### src/rtl/mem_port_arbiter.sv
`default_nettype none
// ============================================================================
//  Module   : mem_port_arbiter
//  Purpose  : Shares one fixed-latency main-memory port between the
//             instruction-fetch and data-cache requesters.
//  Revision : 1.0  initial release
// ============================================================================
module mem_port_arbiter #(
  parameter int MEM_LATENCY = 4
) (
  input  logic        clk,
  input  logic        rst_b,
  input  logic        i_req,
  input  logic [31:0] i_addr,
  output logic        i_ready,
  output logic [31:0] i_rdata,
  input  logic        d_req,
  input  logic        d_we,
  input  logic [31:0] d_addr,
  input  logic [31:0] d_wdata,
  output logic        d_ready,
  output logic [31:0] d_rdata,
  output logic [31:0] mem_addr,
  output logic [7:0]  mem_data_in  [4],
  input  logic [7:0]  mem_data_out [4],
  output logic        mem_write_en,
  output logic        busy
);

  typedef enum logic [2:0] {
    S_IDLE   = 3'd0,
    S_BUSY_I = 3'd1,
    S_BUSY_D = 3'd2,
    S_RESP_I = 3'd3,
    S_RESP_D = 3'd4
  } state_t;

  localparam logic [3:0] LAT_M1 = 4'(MEM_LATENCY - 1);

  state_t      state_q;
  logic [3:0]  cnt_q;
  logic        last_d_q;
  logic        we_q;

  logic        sel_data;
  logic [31:0] rd_word;
  logic        unused_addr_lsbs;

  // Data wins unless it was also the port served last time.
  assign sel_data         = d_req & (~i_req | ~last_d_q);
  assign rd_word          = {mem_data_out[0], mem_data_out[1], mem_data_out[2], mem_data_out[3]};
  assign busy             = (state_q != S_IDLE);
  assign unused_addr_lsbs = ^{i_addr[1:0], d_addr[1:0]};

  always_ff @(posedge clk or negedge rst_b) begin
    if (!rst_b) begin
      state_q      <= S_IDLE;
      cnt_q        <= 4'd0;
      last_d_q     <= 1'b0;
      we_q         <= 1'b0;
      mem_addr     <= 32'd0;
      for (int k = 0; k < 4; k++) mem_data_in[k] <= 8'd0;
      mem_write_en <= 1'b0;
      i_ready      <= 1'b0;
      d_ready      <= 1'b0;
      i_rdata      <= 32'd0;
      d_rdata      <= 32'd0;
    end else begin
      i_ready      <= 1'b0;
      d_ready      <= 1'b0;
      mem_write_en <= 1'b0;
      case (state_q)
        S_IDLE: begin
          if (i_req || d_req) begin
            cnt_q <= LAT_M1;
            if (sel_data) begin
              state_q        <= S_BUSY_D;
              last_d_q       <= 1'b1;
              mem_addr       <= {d_addr[31:2], 2'b00};
              we_q           <= d_we;
              mem_data_in[0] <= d_wdata[31:24];
              mem_data_in[1] <= d_wdata[23:16];
              mem_data_in[2] <= d_wdata[15:8];
              mem_data_in[3] <= d_wdata[7:0];
              // With a single-cycle memory the strobe cycle is the first BUSY cycle.
              mem_write_en   <= d_we && (MEM_LATENCY == 1);
            end else begin
              state_q  <= S_BUSY_I;
              last_d_q <= 1'b0;
              mem_addr <= {i_addr[31:2], 2'b00};
            end
          end
        end
        S_BUSY_I: begin
          if (cnt_q == 4'd0) begin
            i_rdata <= rd_word;
            i_ready <= 1'b1;
            state_q <= S_RESP_I;
          end else begin
            cnt_q <= cnt_q - 4'd1;
          end
        end
        S_BUSY_D: begin
          if (cnt_q == 4'd0) begin
            if (!we_q) d_rdata <= rd_word;
            d_ready <= 1'b1;
            state_q <= S_RESP_D;
          end else begin
            cnt_q        <= cnt_q - 4'd1;
            mem_write_en <= we_q && (cnt_q == 4'd1);
          end
        end
        S_RESP_I: state_q <= S_IDLE;
        S_RESP_D: state_q <= S_IDLE;
        default:  state_q <= S_IDLE;
      endcase
    end
  end

endmodule
`default_nettype wire

### config.mk
export PLATFORM = sky130hd
export DESIGN_NAME = mem_port_arbiter
export DESIGN_NICKNAME = d
export VERILOG_FILES = /design/src/rtl/mem_port_arbiter.sv
export SDC_FILE = /design/constraint.sdc
export NUM_CORES = 1
export LEC_CHECK = 0
export ABC_AREA = 1
export BUFFER_PORTS_ARGS = -buffer_cell sky130_fd_sc_hd__buf_4
export CAP_MARGIN = 20
export CORE_MARGIN = 2
export CORE_UTILIZATION = 49
export CTS_BUF_LIST = sky130_fd_sc_hd__clkbuf_8
export CTS_CLUSTER_DIAMETER = 80
export DETAILED_ROUTE_END_ITERATION = 8
export GPL_TIMING_DRIVEN = 0
export HOLD_SLACK_MARGIN = 0.05
export PLACE_DENSITY_LB_ADDON = 0.2
export SETUP_SLACK_MARGIN = 0.2
export SLEW_MARGIN = 20
export SYNTH_ARGS = -nofsm -noshare
export SYNTH_HDL_FRONTEND = slang
export SYNTH_SLANG_ARGS = --single-unit
### constraint.sdc
create_clock -name clk -period 1.6 [get_ports clk]
set_input_delay 0.16 -clock clk [delete_from_list [all_inputs] [get_ports clk]]
set_output_delay 0.16 -clock clk [all_outputs]
set_load 0.05 [all_outputs]
==> flow_summary.toml <==
[outcome]
status = "finished clean"

[sta]
hold_slack_ns = 0.0796
fin_tns_setup_ns = 0
skew_ns = 0.0110
setup_viol = 0
period_needed_ns = 1.47
fmax_mhz = 680
hold_viol_final = 0
rsz0062_at_grt = "yes"
slew_violations = 0
min_period_over_period_pct = 91.9
fin_ws_ns = 0.130

[hold_path]
hold_class = "input pin to flop"

[floorplan]
die_w_um = 115
die-area_um2 = 13200
ioPinCount = 265
initial_core_util_pct = 50.3
core_area_um2 = 12000
rows = 40
die_h_um = 115

[final_layout]
multi_input_area_um2 = 2560
fill_cells = 472
final_cells = 1283
synthToLayoutAreaGrowth_pct = 78.5
layout.nets = 1258
design_area_um2 = 10800
seq_area_um2 = 3450
final_layout_size_suffix_gt1_share_pct = 46.8
final_core_util_pct = 89.8
antenna_cells = 0

[setup_path]
cp_max_fo = 8
path_cells = "buf_4 -> nor2_4 -> nand2_2 -> nor2_4 -> nand2_4 -> clkbuf_16 -> nand2_2 -> o21ai_2"
cp-end-kind = "flop"
rrSetupSlack_ns = 0.13
critPathKind = "flop to flop"
worstPathArrival_ns = 1.81
cp_slowest_cell = "dfrtp_1"
crit_required_ns = 1.94
worst_path_largest_cell_delay_ns = 0.40
worst_setup_path_start_kind = "flop"

[clocking]
worstSkewPairLatency_ns = 0.45
clock_path_buffers = 2
cts_buffers = 17
htreeDepth = 4
clk_pin_slew_worst_paths_ns = 0.08
cts_root_buf = "clkbuf_8"
clock_sinks = 138
cts_tree = "yes"

[synth]
synth-compound-area-share_pct = 8.00
synthXorXnorAreaFrac_pct = 0.145
syn_inst = 687
synth_top_family_by_area = "simple AND/OR/NAND/NOR gates"
synth-simple-area-share_pct = 26.4
ys.warnings.count = 0
synthTopCellsByArea = "dfrtp_1 (57%), nand2_1 (21%), o21ai_2 (5.7%), nand3_1 (3.3%), buf_6 (2.8%)"
muxShareOfSynthArea_pct = 0
synth_most_common_cell = "nand2_1"
synthFlopType = "dfrtp_1"
synth_edf_count = 0
ys_top_cells_by_count = "nand2_1 (333), dfrtp_1 (138), inv_1 (43)"
ys_seq_elements = 138
avgSynthCellArea_um2 = 8.79
ys_async_sr_fraction_pct = 100
synth_top_cell_by_area = "dfrtp_1"
synth-seq-area-share_pct = 57.2
ys_types = 27
synth_adder_area_share_pct = 0.414
synth_area_um2 = 6040
synth_top_area_share_pct = 57.2

[route]
drc = 0
first_iter_violations = 556
final_antenna_net_count = 0
wl_per_cell_um = 18.2
viasPerCell = 5.26
drtPass1Iterations = 5
vias = 6749
routed_wl_um = 23400

[global_route]
grt_usage_pct = 30.8
grt_pass1_wl_um = 31500
met3_usage_pct = 8.33
grt_remaining_overflow = 0
grt_use_met2_pct = 52.4
met1_usage_pct = 35.2
gr-max-usage-layer = "met2"
grt_pass1_vias = 6549
antenna_found_initial = 0
grt_max_degree = 92

[pwr]
total_power_mw = 24.4
p_clk_share_pct = 12.3
max-vdd-ir-drop_uv = 1450
combPwrFrac_pct = 60.8
power_density_nw_per_um2 = 2270
p_int_mw = 11.8
p_leak_nw = 5.77
switchingPower_mw = 12.6
p_sw_share_pct = 51.6
seq_power_share_pct = 26.9

[place]
place_area_um2 = 8200
place_congestion = 0.806
port_buffers = 257
hpwl_um = 11100
post-place-ws_ns = 0.00977
place_inst = 1093

[job]
maxCapViolCount = 0
==> layout by cell type (no fill, tap or decap), types with 2 or more instances in the layout <==
master | Yosys | routed
buf_12 | 0 | 4
buf_2 | 10 | 6
buf_4 | 5 | 274
buf_6 | 15 | 22
buf_8 | 0 | 8
bufinv_16 | 0 | 3
clkbuf_1 | 7 | 3
clkbuf_16 | 0 | 5
clkbuf_2 | 0 | 3
clkbuf_8 | 0 | 21
clkinv_2 | 0 | 3
conb_1 | 1 | 2
dfrtp_1 | 138 | 137
dlygate4sd3_1 | 0 | 124
inv_1 | 43 | 43
inv_2 | 6 | 7
inv_4 | 0 | 4
nand2_1 | 333 | 232
nand2_2 | 7 | 88
nand2_4 | 1 | 22
nand3_1 | 40 | 40
nor2_1 | 3 | 3
nor2_4 | 2 | 4
o21ai_1 | 16 | 13
o21ai_2 | 39 | 50
==> final cells by class <==
cell class	count	share of cell area, %
sequential	138	32.0
clock buffer	21	2.68
buffer	37	3.47
inverter	50	1.86
multi-input combinational	465	23.8
clock inverter	11	1.18
tap	147	1.71
timing repair buffer	413	33.2
timing repair inverter	1	0.0580
==> power groups by stage <==
stage	Sequential, mW	Combinational (mW)	Clock [mW]
final	6.58	14.9	3.00
after global routing	6.71	15.6	3.15
after CTS	6.14	13.3	3.00
after detailed placement	6.14	12.6	0
after global placement	6.11	12.4	0
after floorplan	11.5	3.28	0
==> registers in the layout, indices dropped and copies added, names as in the netlist <==
| register | count |
|---|---|
| i_rdata | 32 |
| mem_write_en | 1 |
| last_d_q | 1 |
| mem_data_in | 32 |
| d_rdata | 32 |
| state_q | 3 |
| we_q | 1 |
| d_ready | 1 |
| cnt_q | 4 |
| i_ready | 1 |
| mem_addr | 30 |
==> timing repair <==
action,CTS,global route
setup endpoints to repair,95,134
hold buffers,124,0
cloned,7,7
buffers inserted,15,5
resized for setup,38,173
pin swaps,8,8
endpoints found under the hold margin,246,0
==> final timing paths <==
check / to / depth (start not counted) / from
setup / recovery: d_rdata[4] / 8 / state_q[2]
hold / removal: mem_addr[7] / 5 / d_addr[7]
setup reg to reg: d_rdata[4] / 8 / state_q[2]
hold reg to reg: mem_data_in[9] / 2 / mem_data_in[9]
max in group asynchronous: mem_data_in[9] / 3 / rst_b
min in group asynchronous: d_rdata[17] / 2 / rst_b
==> critical path: cells and delay by family, from the launching register on <==
family          cells  cell delay (ns)
simple gates        5             0.55
flops               1             0.40
buf+inv             2             0.35
compound gates      1             0.06
==> kinds of logic after synthesis <==
group	Yosys count
AO/OA/AOI/OAI	67
AND/OR/NAND/NOR	391
buffers and inverters	87
other	1
XOR/XNOR	1
flip-flops	138
adder cells (fa/ha/maj)	2
==> metal layers <==
metal,share of wire (%),vias to the layer above
li1,-,3015
met1,36,3227
met2,52,394
met3,7.4,113
met4,5.1,0
met5,0,-
Power figures use the tool's default switching activity.
